`src/rtl/fir_pipe_param.sv`:
```
// -----------------------------------------------------------------------------
// fir_pipe_param
//
// Parametrised, pipelined direct-form FIR filter with signed arithmetic.
//   Stage 1: delay line shift plus one full-precision product per tap.
//   Stage 2: adder tree into ACC_W bits, arithmetic right shift by SHIFT,
//            saturation to OUT_W bits.
// Coefficients are runtime-writable registers that are cleared by reset.
//
// Optional feature (compile-time macro FIR_ROUND_EN):
//   When defined and SHIFT > 0, the stage-2 shift rounds half toward
//   +infinity instead of truncating toward -infinity.
//
// Ports:
//   clk        in   clock
//   reset      in   synchronous, active-high reset (priority over all inputs)
//   in_valid   in   data_in holds a valid sample
//   in_ready   out  filter can accept a sample (combinational)
//   data_in    in   DATA_W signed input sample
//   coef_we    in   coefficient write strobe
//   coef_addr  in   tap index for the write; 0 applies to the newest sample
//   coef_data  in   COEF_W signed coefficient value
//   out_valid  out  y holds a valid result
//   out_ready  in   downstream accepts y
//   y          out  OUT_W signed filtered output
//
// Parameter limits: NTAPS >= 2, 0 <= SHIFT < ACC_W, OUT_W <= ACC_W + 1.
// -----------------------------------------------------------------------------
module fir_pipe_param #(
    parameter int DATA_W = 16,
    parameter int COEF_W = 8,
    parameter int NTAPS  = 4,
    parameter int OUT_W  = 16,
    parameter int SHIFT  = 0
) (
    input  logic                      clk,
    input  logic                      reset,
    input  logic                      in_valid,
    output logic                      in_ready,
    input  logic signed [DATA_W-1:0]  data_in,
    input  logic                      coef_we,
    input  logic [$clog2(NTAPS)-1:0]  coef_addr,
    input  logic signed [COEF_W-1:0]  coef_data,
    output logic                      out_valid,
    input  logic                      out_ready,
    output logic signed [OUT_W-1:0]   y
);

    localparam int ADDR_W = $clog2(NTAPS);
    localparam int PROD_W = DATA_W + COEF_W;
    localparam int ACC_W  = PROD_W + ADDR_W;

    // Rounding constant 2^(SHIFT-1); zero whenever rounding is not in use so
    // the shift path below is shared by both builds.
`ifdef FIR_ROUND_EN
    localparam logic signed [ACC_W:0] RND_K =
        (SHIFT > 0) ? ((ACC_W+1)'(1) << ((SHIFT > 0) ? (SHIFT - 1) : 0)) : '0;
`else
    localparam logic signed [ACC_W:0] RND_K = '0;
`endif

    // Output saturation limits, expressed at the widened shift width.
    localparam logic signed [ACC_W:0] SAT_MAX =
        {{(ACC_W+2-OUT_W){1'b0}}, {(OUT_W-1){1'b1}}};
    localparam logic signed [ACC_W:0] SAT_MIN =
        {{(ACC_W+2-OUT_W){1'b1}}, {(OUT_W-1){1'b0}}};

    // ---------------------------------------------------------------------
    // State
    // ---------------------------------------------------------------------
    logic signed [DATA_W-1:0] z_q [1:NTAPS-1];
    logic signed [DATA_W-1:0] z_d [1:NTAPS-1];
    logic signed [COEF_W-1:0] c_q [0:NTAPS-1];
    logic signed [COEF_W-1:0] c_d [0:NTAPS-1];
    logic signed [PROD_W-1:0] p_q [0:NTAPS-1];
    logic signed [PROD_W-1:0] p_d [0:NTAPS-1];
    logic                     v1_q;
    logic                     v1_d;
    logic                     out_valid_q;
    logic                     out_valid_d;
    logic signed [OUT_W-1:0]  y_q;
    logic signed [OUT_W-1:0]  y_d;

    // ---------------------------------------------------------------------
    // Combinational helpers
    // ---------------------------------------------------------------------
    logic                     en;
    logic                     accept;
    logic signed [ACC_W-1:0]  acc;
    logic signed [ACC_W:0]    s_wide;
    logic signed [ACC_W:0]    sat;

    function automatic logic signed [PROD_W-1:0] mul(
        input logic signed [DATA_W-1:0] a,
        input logic signed [COEF_W-1:0] b
    );
        logic signed [PROD_W-1:0] a_x;
        logic signed [PROD_W-1:0] b_x;
        a_x = PROD_W'(a);
        b_x = PROD_W'(b);
        return a_x * b_x;
    endfunction

    // Handshake: a transfer happens on a clock edge where valid && ready.
    // The whole pipeline advances together whenever the output register is
    // empty or being drained (en); a held output stalls every stage, and
    // in_ready follows en combinationally so no sample is dropped or repeated.
    always_comb begin
        en       = !(out_valid_q && !out_ready);
        accept   = in_valid && en;
        in_ready = en;
    end

    // Stage 1: delay line and per-tap products. p[0] multiplies the incoming
    // sample directly; p[k] uses z[k] before the shift, i.e. x[n-k].
    always_comb begin
        z_d  = z_q;
        p_d  = p_q;
        v1_d = v1_q;
        if (accept) begin
            z_d[1] = data_in;
            for (int k = 2; k < NTAPS; k++) begin
                z_d[k] = z_q[k-1];
            end
            p_d[0] = mul(data_in, c_q[0]);
            for (int k = 1; k < NTAPS; k++) begin
                p_d[k] = mul(z_q[k], c_q[k]);
            end
            v1_d = 1'b1;
        end else if (en) begin
            v1_d = 1'b0;
        end
    end

    // Stage 2: sum, shift, saturate.
    always_comb begin
        acc = '0;
        for (int k = 0; k < NTAPS; k++) begin
            acc = acc + ACC_W'(p_q[k]);
        end

        // One extra bit so adding the rounding constant cannot overflow.
        s_wide = ((ACC_W+1)'(acc) + RND_K) >>> SHIFT;

        if (s_wide > SAT_MAX) begin
            sat = SAT_MAX;
        end else if (s_wide < SAT_MIN) begin
            sat = SAT_MIN;
        end else begin
            sat = s_wide;
        end

        y_d         = y_q;
        out_valid_d = out_valid_q;
        if (en) begin
            y_d         = OUT_W'(sat);
            out_valid_d = v1_q;
        end
    end

    // Coefficient writes are independent of the pipeline enable. Because the
    // products read c_q, a sample accepted on the write edge sees the old value.
    always_comb begin
        c_d = c_q;
        if (coef_we && (32'(coef_addr) < 32'(NTAPS))) begin
            c_d[coef_addr] = coef_data;
        end
    end

    // ---------------------------------------------------------------------
    // Registers
    // ---------------------------------------------------------------------
    always_ff @(posedge clk) begin
        if (reset) begin
            for (int k = 1; k < NTAPS; k++) begin
                z_q[k] <= '0;
            end
            for (int k = 0; k < NTAPS; k++) begin
                c_q[k] <= '0;
                p_q[k] <= '0;
            end
            v1_q        <= 1'b0;
            out_valid_q <= 1'b0;
            y_q         <= '0;
        end else begin
            z_q         <= z_d;
            c_q         <= c_d;
            p_q         <= p_d;
            v1_q        <= v1_d;
            out_valid_q <= out_valid_d;
            y_q         <= y_d;
        end
    end

    assign out_valid = out_valid_q;
    assign y         = y_q;

endmodule
```
`config.mk`:
```
export PLATFORM = sky130hd
export DESIGN_NAME = fir_pipe_param
export DESIGN_NICKNAME = d
export VERILOG_FILES = /design/src/rtl/fir_pipe_param.sv
export SDC_FILE = /design/constraint.sdc
export NUM_CORES = 2
export LEC_CHECK = 0
export CAP_MARGIN = 20
export CELL_PAD_IN_SITES_DETAIL_PLACEMENT = 1
export CELL_PAD_IN_SITES_GLOBAL_PLACEMENT = 1
export CORE_UTILIZATION = 51
export CTS_CLUSTER_DIAMETER = 60
export DETAILED_ROUTE_END_ITERATION = 8
export PLACE_DENSITY_LB_ADDON = 0.1
export REMOVE_ABC_BUFFERS = 1
export SYNTH_ARGS = -nofsm -noshare
export SYNTH_HDL_FRONTEND = slang
export SYNTH_SLANG_ARGS = --single-unit
```
`constraint.sdc`:
```
create_clock -name clk -period 7.8 [get_ports clk]
set_input_delay 1.17 -clock clk [delete_from_list [all_inputs] [get_ports clk]]
set_output_delay 1.17 -clock clk [all_outputs]
set_load 0.02 [all_outputs]
```
# Yosys cells after proc, flatten, opt, wreduce, memory -nomap -nowiden
# Cells that the tools add are included.
[classes] mul=4 n_mux=7 reduce_logical=5 n_eq_ne=1 bitwise=1 n_addsub=3 magnitude_cmp=4
[ops] cell="16-bit by 8-bit multiplier with 24-bit output" n=4
[ops] cell="32-bit bitwise mux" n=1
[ops] cell="16-bit 2-to-1 mux" n=2
[ops] cell="25-bit by 24-bit adder with 26-bit output" n=1
[ops] cell="26-bit by 24-bit adder with 26-bit output" n=1
[ops] cell="26-bit by 16-bit > comparator with 1-bit output, second input constant" n=1
[ops] cell="26-bit by 16-bit < comparator with 1-bit output, second input constant" n=1
[ops] cell="24-bit by 24-bit adder with 25-bit output" n=1
[ops] cell="8-bit demux with 2-bit select" n=1
[ops] cell="8-bit 2-to-1 mux" n=1
[ops] cell="3-bit >= comparator, second input constant" n=1
[ops] cell="1-bit logical AND" n=3
[ops] cell="3-bit by 1-bit < comparator with 1-bit output, second input constant" n=1
[ops] cell="2-bit NOT with 3-bit output" n=1
[ops] cell="1-bit logical NOT" n=2
[ops] cell="1-bit 2-to-1 mux" n=2
[ops] cell="2-bit != test, second input constant" n=1
[word_totals] reg_bits=194 output_inout_bits=18 inputBits=31 elab_cells=39

# Logic depth before layout (Yosys ltp)
[logic_depth] depth_word=6 mapped_depth=23 depth_no_buf=22

# Least setup slack after synthesis
# Ideal clock, no wire load.
[synth_path] kind="input to register" start="input port data_in[3]" end="register p_q[94] in the netlist's numbering" n_path_buf=0 t_arrival_ns=5.702 setup_slack_ns=1.979 required_ns=7.682 setup_ns=0.118 stages=18 path_cell_list="and2_1 > fa_1 > inv_1 > fa_1 > fa_1 > fa_1 > inv_1 > ha_1 > nor2b_1 > o21a_1 > a31o_1 > o41ai_2 > o21ai_1 > or4_1 > a311o_1 > o31ai_1 > xor2_1 > o21ai_1"
[synth_between] elab_chain_len=1
[synth_rtl] item="start: declaration" line_no="40" source="input logic signed [DATA_W-1:0] data_in,"
[synth_rtl] item="16-bit by 8-bit multiplier with 24-bit output" line_no="101" source="return a_x * b_x;"
[synth_rtl] item="end signal: assignment" line_no="188" source="p_q <= p_d;"
[synth_rtl] item="end: declaration" line_no="75" source="logic signed [PROD_W-1:0] p_q [0:NTAPS-1];"
# No other way between the ends.
# A chain may end at the register's enable or synchronous reset.

# Worst setup path after layout
# Ends and elaborated chain as after synthesis.

==> impl_metrics.toml <==
[outcome]
run_status = "finished clean"

[global_routing]
grt_max_degree = 97
first_global_vias = 23100
grt-ovfl-total = 0
antenna_found_initial = 0
grt_usage_pct = 29.4
grt_pass1_wl_um = 123000

[power]
p_sw_mw = 1.09
seq_power_share_pct = 39.5
sw_frac_of_total_pct = 37.6
finalPower_mw = 2.91
pwr-share-clk_pct = 34.4
combPwrFrac_pct = 26.1
vdd_ir_drop_max_uv = 178
power_leakage_nw = 12.6
internal_power_mw = 1.82
powerDensity_nw_per_um2 = 102

[yosys]
ys_types = 63
yosys.area.top_type = "fa_1"
async_reset_ff_share_pct = 0
ys_warn_count = 0
yosysTopAreaCellShare_pct = 34.1
yosys-top-cells-area = "fa_1 34%, dfxtp_1 14%, ha_1 9.5%"
synth_edf_count = 0
ys.flop_type = "dfxtp_1"
syn-cell-area_um2 = 27100
synth-seq-cells = 194
avgSynthCellArea_um2 = 8.67
synthCells = 3124
yosysSeqAreaShare_pct = 14.3

[critical_path]
end_kind = "flop"
worst-setup-path-type = "input pin to flop"
r2r-end = "p_q[71]"
path_max_fanout = 9
critical_path.startpoint = "data_in[3]"
r2r_slack_ns = 1.45
r2r-start = "c_q[23]"
arrival_ns = 7.01
required_ns = 8.19
cp-start-kind = "input pin"
r2r_cells = 19

[route]
wire_per_inst_um = 19.7
vias = 20500
wl_um = 74300
antenna_left = 0
dr.pass1.iters = 5
vias_per_cell = 5.43
post-route-drc-count = 0
drt_iter0_markers = 944

[finish]
fin_nets = 3767
layout_common_cells = "626 x inv_1, 461 x fa_1, 398 x nand2_1"
syn2layout_area_growth_pct = 5.78
layout_commonest_cell = "inv_1"
drive_gt1_share_pct = 2.01
diodes = 0

[floorplanning]
die_y_um = 232
dieArea_um2 = 54000
row_count = 84
start_util_pct = 51.6
chipWidth_um = 232
io_pins = 49
core_um2 = 52600

[clocking]
clock_sinks = 194
clk_path_buf_depth = 2
cts_resized = 0
cts_htree_levels = 4
tritoncts = "yes"
clock_latency_ns = 0.51
cts_hold_buf = 0
cts_root_buf = "clkbuf_16"
numCtsBuffers = 17
clk_pin_slew_worst_paths_ns = 0.08
postCtsSetupRepairBufs = 0

[timing]
drv_slew = 0
slew_headroom_pct = 27.9
worst_pin_slew_ns = 1.08
layout_min_cycle_time_ns = 6.62
finalSetupViolations = 0
fin_crit_sh_pct = 84.9
setup_tns_ns = 0
clock_skew_ns = 0.0171
rsz0062_at_grt = "no"
max_freq_ghz = 0.151
finalHoldViolations = 0

[job]
drv_cap = 0

[hold_path]
hold_path_class = "flop to flop"
holdPathEnd = "p_q[69]"
whs_path_depth = 2
hold_start = "p_q[69]"

[place]
gp_congestion = 0.854
dp_hpwl_um = 60200
numPortBuffers = 48
power groups by stage:
| stage | combinational [mW] | clock [mW] | sequential [mW] |
|---|---|---|---|
| 6_report | 0.760 | 1.00 | 1.15 |
| 5_1_grt | 0.842 | 1.06 | 1.16 |
| 4_1_cts | 0.768 | 1.03 | 1.15 |
| 3_5_place_dp | 0.763 | 0 | 1.17 |
| 3_3_place_gp | 0.733 | 0 | 1.17 |
| 2_1_floorplan | 0.446 | 0 | 1.16 |
registers in the layout, summed over array words and instances (netlist names):
signal,flops
p_q,96
v1_q,1
out_valid,1
y,16
z_q,48
c_q,32
metrics by stage:
step | hold WS (ns) | cells | util [%] | worst slack (ns) | cell area, um^2
3_3_place_gp | 0.441 | 3738 | 53.3 | 0.869 | 28000
2_1_floorplan | 0.426 | 2988 | - | 1.96 | 26500
5_1_grt | 0.476 | 3771 | 54.5 | 0.867 | 28700
4_1_cts | 0.458 | 3770 | 54.5 | 1.21 | 28600
3_5_place_dp | 0.446 | 3738 | 53.3 | 0.666 | 28000
6_report | 0.459 | 3771 | 54.5 | 1.18 | 28700
Yosys cell counts (4+ instances only):
| master | instances |
|---|---|
| a211o_1 | 4 |
| o21ai_0 | 34 |
| and2_1 | 303 |
| a31oi_1 | 8 |
| o21bai_1 | 11 |
| o21a_1 | 16 |
| dfxtp_1 | 194 |
| nand3b_1 | 4 |
| nand3_1 | 31 |
| fa_1 | 461 |
| nand4_1 | 4 |
| a21o_1 | 26 |
| and3_1 | 8 |
| xor2_1 | 26 |
| or3_1 | 15 |
| a21oi_1 | 185 |
| mux2i_1 | 34 |
| inv_1 | 626 |
| nor2b_1 | 13 |
| nor3_1 | 27 |
| o31ai_1 | 7 |
| a2111oi_0 | 5 |
| clkbuf_1 | 116 |
| buf_4 | 12 |
| a221o_1 | 17 |
| ha_1 | 205 |
| o21ai_1 | 7 |
| buf_1 | 5 |
| o211ai_1 | 8 |
| xnor2_1 | 79 |
| a211oi_1 | 16 |
| nand2_1 | 399 |
| nand2b_1 | 68 |
| nor2_1 | 104 |
final cells by class:
| class | count | area, um^2 |
|---|---|---|
| clock inverter | 15 | 230 |
| multi-input combinational | 2167 | 20300 |
| timing repair buffer | 63 | 598 |
| inverter | 627 | 2350 |
| tap | 688 | 861 |
| clock buffer | 17 | 425 |
| fill | 6215 | 23900 |
| sequential | 194 | 3880 |
per-layer routing:
metal / track usage, % / share of wire (%) / vias up
met5: 0 / 0 / -
met4: 10.9 / 3.3 / 0
met3: 3.54 / 3.1 / 101
met2: 51.5 / 51 / 315
met1: 37.1 / 43 / 10700
li1: - / - / 9418
critical path, stage by stage:
cell             delay [ns]
clkdlybuf4s50_1        0.64
and2_1                 0.30
fa_1                   0.42
inv_1                  0.07
fa_1                   0.43
fa_1                   0.51
fa_1                   0.50
inv_1                  0.04
ha_1                   0.31
nor2b_1                0.16
o21a_1                 0.19
a31o_1                 0.25
o41ai_2                0.44
o21ai_1                0.25
or4_1                  0.50
a311o_1                0.33
o31ai_1                0.25
xor2_1                 0.17
o21ai_1                0.07
how the worst max path moves through the flow:
stage                          to  slack, ns  cells past startpoint
after floorplan           p_q[94]       1.96                     18
after global placement    p_q[94]       0.87                     19
after detailed placement  p_q[94]       0.67                     19
after CTS                 p_q[94]       1.21                     19
after global routing      p_q[94]       0.87                     19
final                     p_q[94]       1.18                     19
logic make-up (layout without fill, tap and decap cells):
family | count (synthesis) | after routing | share of synthesized area (%)
buffers and inverters | 763 | 722 | 10.8
flip-flops | 194 | 194 | 14.3
multiplexers | 34 | 34 | 1.26
XOR/XNOR | 105 | 105 | 3.39
adder cells (fa/ha/maj) | 666 | 666 | 43.5
AO/OA/AOI/OAI | 375 | 375 | 8.75
AND/OR/NAND/NOR | 987 | 987 | 18.0
No activity file was read; power rests on OpenSTA's default activity.
